<file path="src/rtl/burst_rr_arbiter_if.sv">
`default_nettype none
// ============================================================================
// Module      : burst_rr_arbiter_if
// Description : Request/grant bundle between NUM_REQS input FIFOs and the
//               burst round-robin arbiter that shares one downstream consumer.
// Revision    : 1.0 - initial release
// ============================================================================
interface burst_rr_arbiter_if #(
    parameter int NUM_REQS = 4,
    parameter int BURST    = 4,
    parameter int IDXWID   = $clog2(NUM_REQS),
    parameter int CNTWID   = $clog2(BURST) + 1
);
    logic                blk;
    logic [NUM_REQS-1:0] reqs;
    logic [NUM_REQS-1:0] gnt;
    logic                gnt_vld;
    logic [IDXWID-1:0]   owner;
    logic [CNTWID-1:0]   burst_cnt;
    logic                busy;

    // Arbiter side: consumes requests and stall, produces grants and status.
    modport master (
        input  blk,
        input  reqs,
        output gnt,
        output gnt_vld,
        output owner,
        output burst_cnt,
        output busy
    );

    // FIFO/consumer side: presents requests and stall, observes grants.
    modport slave (
        output blk,
        output reqs,
        input  gnt,
        input  gnt_vld,
        input  owner,
        input  burst_cnt,
        input  busy
    );
endinterface
`default_nettype wire

</file>
<file path="src/rtl/burst_rr_arbiter.sv">
`default_nettype none
// ============================================================================
// Module      : burst_rr_arbiter
// Description : Work-conserving round-robin arbiter. The current owner keeps
//               the grant for up to BURST consecutive cycles, then ownership
//               rotates to the next requester after it. Grants are one-hot,
//               combinational, and drive FIFO pops directly.
// Revision    : 1.0 - initial release
// ============================================================================
module burst_rr_arbiter #(
    parameter int NUM_REQS = 4,
    parameter int BURST    = 4,
    parameter int IDXWID   = $clog2(NUM_REQS),
    parameter int CNTWID   = $clog2(BURST) + 1
) (
    input  logic                clk,
    input  logic                rst,
    burst_rr_arbiter_if.master  bus
);

    typedef enum logic [0:0] {
        IDLE  = 1'b0,
        SERVE = 1'b1
    } state_t;

    localparam logic [CNTWID-1:0] C_BURST = CNTWID'(BURST);
    localparam logic [CNTWID-1:0] C_ONE   = CNTWID'(1);
    localparam logic [IDXWID-1:0] C_LAST  = IDXWID'(NUM_REQS - 1);

    state_t              state_q;
    logic [IDXWID-1:0]   owner_q;
    logic [CNTWID-1:0]   burst_cnt_q;
    logic                busy_q;

    logic [IDXWID-1:0]   w_probe;
    logic [IDXWID-1:0]   w_search_idx;
    logic                w_continue;
    logic                w_grant_en;
    logic [IDXWID-1:0]   w_sel;
    logic [NUM_REQS-1:0] w_gnt;

    // Index reached by stepping 'step' places after 'base', wrapping at NUM_REQS.
    function automatic logic [IDXWID-1:0] wrap_idx(input logic [IDXWID-1:0] base,
                                                   input int step);
        int s;
        s = (int'(base) + step) % NUM_REQS;
        return IDXWID'(s);
    endfunction

    // Rotating search: probe from farthest (owner itself) to nearest so that
    // the last hit, i.e. the first requester after owner, wins.
    always_comb begin
        w_search_idx = owner_q;
        w_probe      = owner_q;
        for (int k = NUM_REQS; k >= 1; k--) begin
            w_probe = wrap_idx(owner_q, k);
            if (bus.reqs[w_probe]) begin
                w_search_idx = w_probe;
            end
        end
    end

    // Burst continuation vs. rotation, and the resulting one-hot grant.
    always_comb begin
        w_continue = (state_q == SERVE) && bus.reqs[owner_q] && (burst_cnt_q < C_BURST);
        w_grant_en = !rst && !bus.blk && (|bus.reqs);
        w_sel      = w_continue ? owner_q : w_search_idx;
        w_gnt      = '0;
        if (w_grant_en) begin
            w_gnt[w_sel] = 1'b1;
        end
    end

    // Owner/burst state machine; status outputs are registered alongside.
    always_ff @(posedge clk) begin
        if (rst) begin
            state_q     <= IDLE;
            owner_q     <= C_LAST;
            burst_cnt_q <= '0;
            busy_q      <= 1'b0;
        end else if (!bus.blk) begin
            if (|bus.reqs) begin
                if (w_continue) begin
                    burst_cnt_q <= burst_cnt_q + C_ONE;
                end else begin
                    owner_q     <= w_search_idx;
                    burst_cnt_q <= C_ONE;
                end
                state_q <= SERVE;
                busy_q  <= 1'b1;
            end else begin
                state_q     <= IDLE;
                burst_cnt_q <= '0;
                busy_q      <= 1'b0;
            end
        end
    end

    assign bus.gnt       = w_gnt;
    assign bus.gnt_vld   = |w_gnt;
    assign bus.owner     = owner_q;
    assign bus.burst_cnt = burst_cnt_q;
    assign bus.busy      = busy_q;

endmodule
`default_nettype wire

</file>
<file path="src/flat_wrapper.sv">
// flat-port wrapper written by rule: the top's interface ports become plain ports
module burst_rr_arbiter_flat 
#(
    parameter int NUM_REQS = 4,
    parameter int BURST    = 4,
    parameter int IDXWID   = $clog2(NUM_REQS),
    parameter int CNTWID   = $clog2(BURST) + 1
)
  (clk, rst, bus_blk, bus_reqs, bus_gnt, bus_gnt_vld, bus_owner, bus_burst_cnt, bus_busy);
  burst_rr_arbiter_if #(.NUM_REQS(NUM_REQS), .BURST(BURST), .IDXWID(IDXWID), .CNTWID(CNTWID)) bus_i ();
  input  logic clk;
  input  logic rst;
  input wire logic [$bits(bus_i.blk)-1:0] bus_blk;
  input wire logic [$bits(bus_i.reqs)-1:0] bus_reqs;
  output wire logic [$bits(bus_i.gnt)-1:0] bus_gnt;
  output wire logic [$bits(bus_i.gnt_vld)-1:0] bus_gnt_vld;
  output wire logic [$bits(bus_i.owner)-1:0] bus_owner;
  output wire logic [$bits(bus_i.burst_cnt)-1:0] bus_burst_cnt;
  output wire logic [$bits(bus_i.busy)-1:0] bus_busy;
  assign bus_i.blk = bus_blk;
  assign bus_i.reqs = bus_reqs;
  assign bus_gnt = bus_i.gnt;
  assign bus_gnt_vld = bus_i.gnt_vld;
  assign bus_owner = bus_i.owner;
  assign bus_burst_cnt = bus_i.burst_cnt;
  assign bus_busy = bus_i.busy;
  burst_rr_arbiter #(.NUM_REQS(NUM_REQS), .BURST(BURST), .IDXWID(IDXWID), .CNTWID(CNTWID)) u_core (.clk(clk), .rst(rst), .bus(bus_i));
endmodule
</file>
<file path="config.mk">
export PLATFORM = sky130hd
export DESIGN_NAME = burst_rr_arbiter_flat
export DESIGN_NICKNAME = d
export VERILOG_FILES = /design/src/rtl/burst_rr_arbiter_if.sv /design/src/rtl/burst_rr_arbiter.sv /design/src/flat_wrapper.sv
export SDC_FILE = /design/constraint.sdc
export NUM_CORES = 1
export LEC_CHECK = 0
export ABC_AREA = 1
export CAP_MARGIN = 20
export CORE_MARGIN = 2
export CORE_UTILIZATION = 30
export DETAILED_ROUTE_END_ITERATION = 6
export SLEW_MARGIN = 30
export SYNTH_ARGS = -nofsm -noshare
export SYNTH_HDL_FRONTEND = slang
export SYNTH_SLANG_ARGS = --single-unit
</file>
<file path="constraint.sdc">
create_clock -name clk -period 1.8 [get_ports clk]
set_input_delay 0.27 -clock clk [delete_from_list [all_inputs] [get_ports clk]]
set_output_delay 0.27 -clock clk [all_outputs]
set_load 0.01 [all_outputs]
</file>
==> metrics.cfg <==
[outcome]
run_status = complete, but fails checks
violations = negative setup slack

[pwr]
pwr-share-clk_pct = 19.8
power.density_nw_per_um2 = 693
total_power_mw = 0.643
swShare_pct = 39.4
p_leak_nw = 0.491
seq_power_share_pct = 24.8
total_switching_power_mw = 0.253
power_frac_comb_pct = 55.4
intPower_mw = 0.390
ir_worst_vdd_uv = 510

[clock_network]
clk_latency_ps = 240
htreeDepth = 1
clkSinkCount = 6
numCtsBuffers = 3
cts_tree = yes
postCtsHoldBufs = 0
clkTransAtPathRegs_ps = 50
clk_path_buf_depth = 2
ctsRootBufferMaster = clkbuf_4

[logic_synthesis]
synth_area_um2 = 515
synth_compound_area_share_pct = 12.1
ys_warn_count = 0
synth_area_leaders = dfxtp_1, nand2_1, nand2_2, inv_1, nand3_1
synth_xor_area_share_pct = 0
synth_top_area_share_pct = 23.3
seq_area_frac_synth_pct = 23.3
ys_types = 16
synthMuxAreaShare_pct = 0
synth-seq-cells = 6
yosys.area_share.simple_pct = 49.0
syn_area_per_cell_um2 = 5.73
synth_top_family_by_area = simple AND/OR/NAND/NOR gates
syn_inst = 90
synth_fp_nets = 98
yosysTopAreaCell = dfxtp_1
synthAdderAreaFrac_pct = 2.43

[timing]
hold_viol = 0
holdWs_ps = 508
rsz0062_at_grt = yes
setup_viol = 4
fin_crit_ps = 1860
finalSetupTns_ps = -173
worstMarginPinSlew_ps = 242
clock_skew_ps = 2.91
slew_headroom_pct = 83.8
fmax_ghz = 0.539
finalCritPeriodShare_pct = 103
fin_ws_ps = -55.7
drv_slew = 0

[layout]
layout_common_cells = nand2_1, nand2_2, buf_4
layout-drive-gt1-share_pct = 49.6
nets = 139
syn_to_final_growth_pct = 80.1
diodes = 0
fillers = 159
layout_commonest_cell = nand2_1

[critical_path]
crit_family = simple AND/OR/NAND/NOR gates
critPathKind = reg -> out
worstPathArrival_ps = 1590
required_ps = 1530
start_kind = flop
cp_common_cell = nand2_2
cp_max_fo = 7
critPathMaxStageDelay_ps = 370
path_buf_inv = 2
cp-end-kind = primary output
cp_slowest_cell = dfxtp_4
path_cells = buf_8 -> nand2_2 -> o21ai_4 -> nand2_1 -> nand2_1 -> nand2_2 -> nand2_2 -> nand3_2 -> nand2_2 -> nand2_2 -> nor2_1 -> buf_2

[floorplan]
start_util_pct = 33.1
die_y_um = 45.5
die_area_um2 = 2070
io_pins = 18
die_w_um = 45.5
fp-row-count = 14
core_area_um2 = 1560

[placed_design]
io_buffers = 17
dpl.hpwl_mm = 1.10
place_congestion = 0.837

[drt]
vias = 681
first_pass_iters = 4
wl_per_cell_um = 11.0
routed_wl_mm = 1.60
drt_iter0_drc = 8
ant_nets = 0
post-route-drc-count = 0
vias_per_cell = 4.70

[global_routing]
grt.overflow.total = 0
grt_start_max_net_pins = 9
grt_pass1_wl_mm = 2.57
first_global_vias = 702
grt_antenna_before_repair = 0
track_usage_pct = 16.9

[worst_hold_path]
hp-class = reg -> reg

[flow_run]
drv_cap = 0

[per-stage QoR]
step	setup slack (ps)	cells	cell area, µm²	utilization, %
3_5_place_dp	-589	138	815	52.2
6_report	-55.7	145	928	59.6
3_3_place_gp	-556	138	815	52.2
4_1_cts	-55.3	144	897	57.5
5_1_grt	-178	145	928	59.6
2_1_floorplan	238	90	515	-
[power by group through the flow]
stage	logic, mW	clock network [mW]	registers [mW]
finish	0.356	0.127	0.160
global route	0.393	0.138	0.161
CTS	0.336	0.135	0.159
detailed placement	0.296	0	0.158
global placement	0.293	0	0.157
floorplan	0.167	0	0.160
[layout make-up]
class                           instances  area (µm²)  area share, %
Inverter                               15        62.6           6.74
Clock buffer                            3        22.5           2.43
Multi-Input combinational cell         68         394           42.5
Timing Repair Buffer                   37         302           32.5
Sequential cell                         6         128           13.7
Tap cell                               16        20.0           2.16
[per-layer routing]
metal	GRT usage, %	part of all wire [%]	up-vias	wire [µm]
met3	1.98	2.9	2	47
met5	0	0	-	0
met2	31.0	55	15	885
li1	-	-	360	-
met4	10.6	0.63	0	10
met1	17.8	41	304	651
[cells in the mapped netlist (all sizes together)]
cell,n
a21oi,2
clkinv,1
nand2,39
o21ai,9
nor2,6
buf,1
ha,1
nand3,8
inv,14
nand4,3
dfxtp,6
[cells by family (layout without fill, tap and decap cells)]
family,count (synthesis),in the layout
fa+ha+maj,1,1
flops,6,6
compound gates,11,11
simple gates,56,56
buf+inv,16,55
[what timing repair did]
item                       in CTS  in global routing
gates cloned                    0                  0
pin swaps                      19                  3
buffers inserted                3                  1
setup endpoints to repair       5                  4
resized for setup              46                  8
[flip-flops by register name, summed over array words and instances, names as in the netlist]
name and cells:
u_core.bus.owner 2, u_core.bus.burst_cnt 3, u_core.state_q 1
[tightest hold or removal path, cell delays in order (launching register included)]
cell	delay, ps
dfxtp_1	320
nand3_1	70
o21ai_0	60
[path summary, 6_finish.rpt]
kind         slack, ps                      end               startpoint  depth (start not counted)
max                -60               bus_gnt[1]      u_core.bus.owner[0]                         12
min                510  u_core.bus.burst_cnt[1]  u_core.bus.burst_cnt[1]                          2
max reg2reg        350  u_core.bus.burst_cnt[0]      u_core.bus.owner[0]                          9
min reg2reg        510  u_core.bus.burst_cnt[1]  u_core.bus.burst_cnt[1]                          2
Power figures use the tool's default switching activity.
